### src/rtl/m_wb_uart.sv
// Wishbone-slave 8N1 UART: DATA/STATUS/DIV registers, one TX and one RX framer
// sharing a programmable bit-period divisor, single-cycle registered ACK.
module m_wb_uart #(
  parameter int unsigned DEFAULT_DIV = 104,
  parameter int unsigned MIN_DIV     = 8
) (
  input  logic        CLK_I,
  input  logic        RST_In,
  input  logic        STB_I,
  input  logic        WE_I,
  input  logic [1:0]  ADR_I,
  input  logic [3:0]  SEL_I,
  input  logic [31:0] DAT_I,
  output logic [31:0] DAT_O,
  output logic        ACK_O,
  input  logic        usartRX,
  output logic        usartTX,
  output logic        irq
);

  localparam logic [15:0] DEF_DIV_C = 16'(DEFAULT_DIV);
  localparam logic [15:0] MIN_DIV_C = 16'(MIN_DIV);

  typedef enum logic [1:0] {
    S_IDLE  = 2'd0,
    S_START = 2'd1,
    S_DATA  = 2'd2,
    S_STOP  = 2'd3
  } state_t;

  logic        ack_q, ack_d;
  logic [31:0] dat_q, dat_d;
  logic [15:0] div_q, div_d, div_merged_s;
  logic [31:0] rdata_s;
  logic        acc_s, wr_s, rd_s, tx_start_s, rd_data_s, w1c_s, div_wr_s;

  state_t      tx_state_q, tx_state_d;
  logic [15:0] tx_cnt_q, tx_cnt_d, tx_div_q, tx_div_d;
  logic [2:0]  tx_bit_q, tx_bit_d;
  logic [7:0]  tx_byte_q, tx_byte_d;
  logic        tx_q, tx_d, tx_end_s;

  logic        sync1_q, sync2_q, rx_prev_q, rx_fall_s;
  state_t      rx_state_q, rx_state_d;
  logic [15:0] rx_cnt_q, rx_cnt_d, rx_div_q, rx_div_d;
  logic [2:0]  rx_bit_q, rx_bit_d;
  logic [7:0]  rx_sh_q, rx_sh_d, rx_byte_q, rx_byte_d;
  logic        rx_end_s, store_s, ferr_s;
  logic        rx_valid_q, rx_valid_d, overrun_q, overrun_d, frame_err_q, frame_err_d;

  // An access is the first cycle of a strobe; side effects land at its end.
  assign acc_s      = STB_I & ~ack_q;
  assign wr_s       = acc_s & WE_I;
  assign rd_s       = acc_s & ~WE_I;
  assign tx_start_s = wr_s & (ADR_I == 2'd0) & SEL_I[0] & (tx_state_q == S_IDLE);
  assign rd_data_s  = rd_s & (ADR_I == 2'd0);
  assign w1c_s      = wr_s & (ADR_I == 2'd1) & SEL_I[0];
  assign div_wr_s   = wr_s & (ADR_I == 2'd2) & (SEL_I[1:0] != 2'b00);

  always_comb begin
    div_merged_s = div_q;
    if (SEL_I[0]) div_merged_s[7:0]  = DAT_I[7:0];
    else          div_merged_s[7:0]  = div_q[7:0];
    if (SEL_I[1]) div_merged_s[15:8] = DAT_I[15:8];
    else          div_merged_s[15:8] = div_q[15:8];
    if (div_wr_s) div_d = (div_merged_s < MIN_DIV_C) ? MIN_DIV_C : div_merged_s;
    else          div_d = div_q;
  end

  always_comb begin
    case (ADR_I)
      2'd0:    rdata_s = {24'h000000, rx_byte_q};
      2'd1:    rdata_s = {28'h0000000, frame_err_q, overrun_q, rx_valid_q, tx_state_q != S_IDLE};
      2'd2:    rdata_s = {16'h0000, div_q};
      default: rdata_s = 32'h00000000;
    endcase
    ack_d = acc_s;
    dat_d = rd_s ? rdata_s : 32'h00000000;
  end

  always_comb begin
    tx_state_d = tx_state_q;
    tx_cnt_d   = tx_cnt_q + 16'd1;
    tx_bit_d   = tx_bit_q;
    tx_byte_d  = tx_byte_q;
    tx_div_d   = tx_div_q;
    tx_end_s   = (tx_cnt_q == tx_div_q - 16'd1);
    case (tx_state_q)
      S_IDLE: begin
        tx_cnt_d = 16'd0;
        if (tx_start_s) begin
          tx_state_d = S_START;
          tx_byte_d  = DAT_I[7:0];
          tx_div_d   = div_q;
        end else begin
          tx_state_d = S_IDLE;
        end
      end
      S_START: begin
        if (tx_end_s) begin
          tx_state_d = S_DATA;
          tx_cnt_d   = 16'd0;
          tx_bit_d   = 3'd0;
        end else begin
          tx_state_d = S_START;
        end
      end
      S_DATA: begin
        if (tx_end_s) begin
          tx_cnt_d = 16'd0;
          if (tx_bit_q == 3'd7) tx_state_d = S_STOP;
          else                  tx_bit_d   = tx_bit_q + 3'd1;
        end else begin
          tx_state_d = S_DATA;
        end
      end
      S_STOP: begin
        if (tx_end_s) begin
          tx_state_d = S_IDLE;
          tx_cnt_d   = 16'd0;
        end else begin
          tx_state_d = S_STOP;
        end
      end
      default: tx_state_d = S_IDLE;
    endcase
  end

  // Line level is decoded from the next state so usartTX itself is a flop.
  always_comb begin
    case (tx_state_d)
      S_START: tx_d = 1'b0;
      S_DATA:  tx_d = tx_byte_d[tx_bit_d];
      default: tx_d = 1'b1;
    endcase
  end

  assign rx_fall_s = rx_prev_q & ~sync2_q;

  always_comb begin
    rx_state_d = rx_state_q;
    rx_cnt_d   = rx_cnt_q + 16'd1;
    rx_bit_d   = rx_bit_q;
    rx_sh_d    = rx_sh_q;
    rx_div_d   = rx_div_q;
    if (rx_state_q == S_START) rx_end_s = (rx_cnt_q == (rx_div_q >> 1) - 16'd1);
    else                       rx_end_s = (rx_cnt_q == rx_div_q - 16'd1);
    case (rx_state_q)
      S_IDLE: begin
        rx_cnt_d = 16'd0;
        if (rx_fall_s) begin
          rx_state_d = S_START;
          rx_div_d   = div_q;
        end else begin
          rx_state_d = S_IDLE;
        end
      end
      S_START: begin
        if (rx_end_s) begin
          rx_cnt_d   = 16'd0;
          rx_bit_d   = 3'd0;
          rx_state_d = sync2_q ? S_IDLE : S_DATA;
        end else begin
          rx_state_d = S_START;
        end
      end
      S_DATA: begin
        if (rx_end_s) begin
          rx_cnt_d = 16'd0;
          rx_sh_d  = {sync2_q, rx_sh_q[7:1]};
          if (rx_bit_q == 3'd7) rx_state_d = S_STOP;
          else                  rx_bit_d   = rx_bit_q + 3'd1;
        end else begin
          rx_state_d = S_DATA;
        end
      end
      S_STOP: begin
        if (rx_end_s) rx_state_d = S_IDLE;
        else          rx_state_d = S_STOP;
      end
      default: rx_state_d = S_IDLE;
    endcase
  end

  always_comb begin
    store_s = (rx_state_q == S_STOP) & rx_end_s & sync2_q;
    ferr_s  = (rx_state_q == S_STOP) & rx_end_s & ~sync2_q;
  end

  // Flag sets take priority over the bus clearing them in the same cycle.
  always_comb begin
    rx_byte_d = store_s ? rx_sh_q : rx_byte_q;
    if (store_s)        rx_valid_d = 1'b1;
    else if (rd_data_s) rx_valid_d = 1'b0;
    else                rx_valid_d = rx_valid_q;
    if (store_s & rx_valid_q & ~rd_data_s) overrun_d = 1'b1;
    else if (w1c_s & DAT_I[2])             overrun_d = 1'b0;
    else                                   overrun_d = overrun_q;
    if (ferr_s)                 frame_err_d = 1'b1;
    else if (w1c_s & DAT_I[3])  frame_err_d = 1'b0;
    else                        frame_err_d = frame_err_q;
  end

  always_ff @(posedge CLK_I or negedge RST_In) begin
    if (!RST_In) begin
      ack_q <= 1'b0;  dat_q <= 32'h00000000;  div_q <= DEF_DIV_C;
      tx_state_q <= S_IDLE;  tx_cnt_q <= 16'd0;  tx_bit_q <= 3'd0;
      tx_byte_q <= 8'h00;  tx_div_q <= DEF_DIV_C;  tx_q <= 1'b1;
      sync1_q <= 1'b1;  sync2_q <= 1'b1;  rx_prev_q <= 1'b1;
      rx_state_q <= S_IDLE;  rx_cnt_q <= 16'd0;  rx_bit_q <= 3'd0;
      rx_sh_q <= 8'h00;  rx_div_q <= DEF_DIV_C;  rx_byte_q <= 8'h00;
      rx_valid_q <= 1'b0;  overrun_q <= 1'b0;  frame_err_q <= 1'b0;
    end else begin
      ack_q <= ack_d;  dat_q <= dat_d;  div_q <= div_d;
      tx_state_q <= tx_state_d;  tx_cnt_q <= tx_cnt_d;  tx_bit_q <= tx_bit_d;
      tx_byte_q <= tx_byte_d;  tx_div_q <= tx_div_d;  tx_q <= tx_d;
      sync1_q <= usartRX;  sync2_q <= sync1_q;  rx_prev_q <= sync2_q;
      rx_state_q <= rx_state_d;  rx_cnt_q <= rx_cnt_d;  rx_bit_q <= rx_bit_d;
      rx_sh_q <= rx_sh_d;  rx_div_q <= rx_div_d;  rx_byte_q <= rx_byte_d;
      rx_valid_q <= rx_valid_d;  overrun_q <= overrun_d;  frame_err_q <= frame_err_d;
    end
  end

  assign ACK_O   = ack_q;
  assign DAT_O   = dat_q;
  assign usartTX = tx_q;
  assign irq     = rx_valid_q;

endmodule

### config.mk
export PLATFORM = sky130hd
export DESIGN_NAME = m_wb_uart
export DESIGN_NICKNAME = d
export VERILOG_FILES = /design/src/rtl/m_wb_uart.sv
export SDC_FILE = /design/constraint.sdc
export NUM_CORES = 1
export LEC_CHECK = 0
export CELL_PAD_IN_SITES_DETAIL_PLACEMENT = 0
export CELL_PAD_IN_SITES_GLOBAL_PLACEMENT = 1
export CORE_ASPECT_RATIO = 0.75
export CORE_MARGIN = 4
export CORE_UTILIZATION = 45
export DETAILED_ROUTE_END_ITERATION = 6
export HOLD_SLACK_MARGIN = 0.06
export PLACE_DENSITY_LB_ADDON = 0.05
export SKIP_LAST_GASP = 1
export SYNTH_ARGS = -nofsm -noshare
export SYNTH_HDL_FRONTEND = slang
export SYNTH_SLANG_ARGS = --single-unit
### constraint.sdc
create_clock -name CLK_I -period 5.9 [get_ports CLK_I]
set_input_delay 0.59 -clock CLK_I [delete_from_list [all_inputs] [get_ports CLK_I]]
set_output_delay 0.59 -clock CLK_I [all_outputs]
set_load 0.02 [all_outputs]
==> impl_metrics.tcl <==
set metrics [dict create \
    yosysWarnings 0 \
    coreArea_um2 16900 \
    io_pins 78 \
    rsz0062_at_grt "no" \
    path_cells "inv_1 > ha_1 > nand2b_1 > a21boi_0 > ha_1 > nand2b_1 > nor3_1 > nand4_1 > o22ai_1 > o2111a_1 > nor4bb_1 > nand3_1 > or2_1 > a21oi_2 > nor2_1" \
    postPlaceCellArea_um2 8330 \
    synth_edf_count 0 \
    max_slew_margin_pct 19.3 \
    syn_area_per_cell_um2 10.4 \
    drt-total-wl_um 17900 \
    clkPwrFrac_pct 38.5 \
    num_vias 5693 \
    multi_input_area_um2 4040 \
    register_area_um2 3470 \
    final_hold_viol_count 0 \
    ctsHoldBuffers 0 \
    num_antenna_cells 0 \
    dieArea_um2 19500 \
    setup_violations 0 \
    fill_cells 1512 \
    synth.distinct_cells 79 \
    clk_path_buf_depth 2 \
    top_usage_layer "met1" \
    status "complete, no violations" \
    clock_skew_ps 12.1 \
    io_buffers 43 \
    cts_resized 0 \
    cts.clk_slew.worst_paths_ps 70 \
    grt.overflow.total 0 \
    area.growth.synth_to_final_pct 14.5 \
    slowest_stage "a21oi_2" \
    drive_gt1_share_pct 16.8 \
    slew_viol_final 0 \
    die_x_um 160 \
    internal_power_mw 1.86 \
    use_met2_pct 27.3 \
    die_h_um 122 \
    ant_nets 0 \
    grt_use_met1_pct 29.2 \
    crit_path_end_kind "register" \
    crit_arrival_ps 4540 \
    tightest_slew_ps 1210 \
    yosysSeqAreaShare_pct 44.6 \
    min_period_ps 4280 \
    ys_ff_latch 138 \
    root_buffer "clkbuf_16" \
    worstSetupPathType "reg2reg" \
    p_seq_share_pct 42.9 \
    hp-class "in2async" \
    layout_commonest_cell "dfrtp_1" \
    globalplace.congestion 0.843 \
    path_max_fanout 16 \
    firstDrtPassIters 5 \
    fmax_ghz 0.234 \
    start_util_pct 46.1 \
    whs_ps 222 \
    syn_area_um2 7780 \
    grt_pass1_vias 5490 \
    grt_start_max_net_pins 81 \
    timing.final.crit_share_pct 72.5 \
    p_leak_nw 3.99 \
    synth_cells 750 \
    grt_usage_pct 19.1 \
    cts_sinks 138 \
    met3_usage_pct 5.34 \
    hpwl_um 13100 \
    cts_buffers 17 \
    setup_ws_ps 1620 \
    grt_first_pass_wirelength_um 29600 \
    crit_required_ps 6170 \
    cts_tree "done" \
    final_nets 850 \
    fin_area_um2 8910 \
    remaining_drc_errors 0 \
    drt-vias-per-instance 5.59 \
    critPathMaxStageDelay_ps 590 \
    postCtsSetupRepairBufs 0 \
    setup-tns-final_ps 0 \
    crit_path_start_kind "register" \
    htreeDepth 4 \
    power_frac_comb_pct 18.6 \
    antenna_found_initial 0 \
    wl_per_cell_um 17.6 \
    p_per_area_nw_per_um2 305 \
    clock_latency_ps 420 \
    drv_cap 0 \
    synth-main-ff-cell "dfrtp_1" \
    final_util_pct 52.8 \
    peakVddDrop_uv 169 \
    p_switching_uw 858 \
    rows 41 \
    drt-initial-drc-count 362 \
    layout_common_cells "125 x dfrtp_1, 67 x nor2_1, 66 x mux2_2" \
    ys_async_sr_fraction_pct 100 \
    switching_share_pct 31.5 \
    dp_slack_ps 1680 \
]
[registers in the layout, summed over array words and instances, names as in the netlist]
register / count
ACK_O: 1
DAT_O: 16
div_q: 16
frame_err_q: 1
irq: 1
overrun_q: 1
rx_bit_q: 3
rx_byte_q: 8
rx_cnt_q: 16
rx_div_q: 16
rx_prev_q: 1
rx_sh_q: 8
rx_state_q: 2
sync1_q: 1
sync2_q: 1
tx_bit_q: 3
tx_byte_q: 8
tx_cnt_q: 16
tx_div_q: 16
tx_state_q: 2
usartTX: 1
[area by class of cell]
class | instances | share of cell area [%]
multi-input combinational | 559 | 45.3
sequential | 138 | 38.9
timing repair buffer | 45 | 5.01
clock buffer | 17 | 4.77
tap | 215 | 3.02
clock inverter | 15 | 1.74
inverter | 29 | 1.22
[final timing paths]
kind | from | slack [ps] | endpoint | depth (start not counted)
setup / recovery | rx_state_q[1] | 1620 | rx_cnt_q[15] | 15
hold / removal | RST_In | 220 | tx_cnt_q[15] | 1
setup reg to reg | rx_state_q[1] | 1620 | rx_cnt_q[15] | 15
hold reg to reg | sync1_q | 360 | sync2_q | 0
max in group asynchronous | RST_In | 4440 | rx_div_q[8] | 2
min in group CLK_I | sync1_q | 360 | sync2_q | 0
[Yosys cell counts (3+ instances only)]
cell type	n	share of area (%)
xnor2_1	29	3.3
or3_1	6	0.48
a31oi_1	3	0.24
a21boi_0	3	0.29
a22oi_1	3	0.29
clkbuf_1	15	0.72
or4_1	5	0.48
nor4b_1	3	0.34
mux2i_1	24	3.1
a22o_1	9	1.0
nand2b_1	11	0.88
o21ai_0	17	1.1
o31ai_1	3	0.29
and2_1	13	1.0
nor3_1	21	1.4
a211oi_1	8	0.77
a21oi_1	22	1.4
inv_1	29	1.4
dfstp_2	13	4.4
nand3b_1	3	0.29
nor2_1	67	3.2
nand3_1	28	1.8
nor2b_1	11	0.88
ha_1	17	2.7
nor3b_1	4	0.39
a31o_2	3	0.34
xor2_1	33	3.7
nor4_1	9	0.72
nand2_1	43	2.1
buf_1	3	0.14
o22ai_1	3	0.24
and3_1	14	1.1
buf_4	16	1.5
mux2_2	66	9.5
dfrtp_1	125	40
nand4_1	7	0.56
[cell families (layout without fill, tap and decap cells)]
| kind of cell | count (synthesis) | in the layout | share of synthesized area (%) |
|---|---|---|---|
| flops | 138 | 138 | 44.6 |
| mux | 91 | 91 | 12.8 |
| other cells | 1 | 16 | 0.0482 |
| buf+inv | 68 | 106 | 4.29 |
| simple gates | 267 | 267 | 18.7 |
| xor+xnor | 62 | 62 | 6.98 |
| compound gates | 106 | 106 | 9.87 |
| fa+ha+maj | 17 | 17 | 2.73 |
[routing by layer]
layer	up-vias	share of wire, %
li1	2731	-
met1	2825	53
met2	129	42
met3	8	5.0
met4	0	0.50
met5	-	0
[power by group through the flow]
stage	Clock [mW]	Combinational (mW)	Sequential, mW
after detailed placement	0	0.500	1.19
after global placement	0	0.488	1.18
after global routing	1.12	0.564	1.19
final	1.05	0.506	1.17
after CTS	1.07	0.504	1.17
after floorplan	0	0.393	1.13
[critical path: cells and delay by family, from the launching register on]
family,cells,cell delay (ps)
compound gates,4,1410
fa+ha+maj,2,420
buf+inv,1,130
flops,1,400
simple gates,8,1740
[metrics by stage]
stage | std cells | power [mW]
after floorplan | 765 | 1.52
after CTS | 1018 | 2.75
final | 1018 | 2.72
after detailed placement | 986 | 1.69
after global placement | 986 | 1.67
after global routing | 1018 | 2.87
Note: power is estimated with default switching activity, not from simulation.
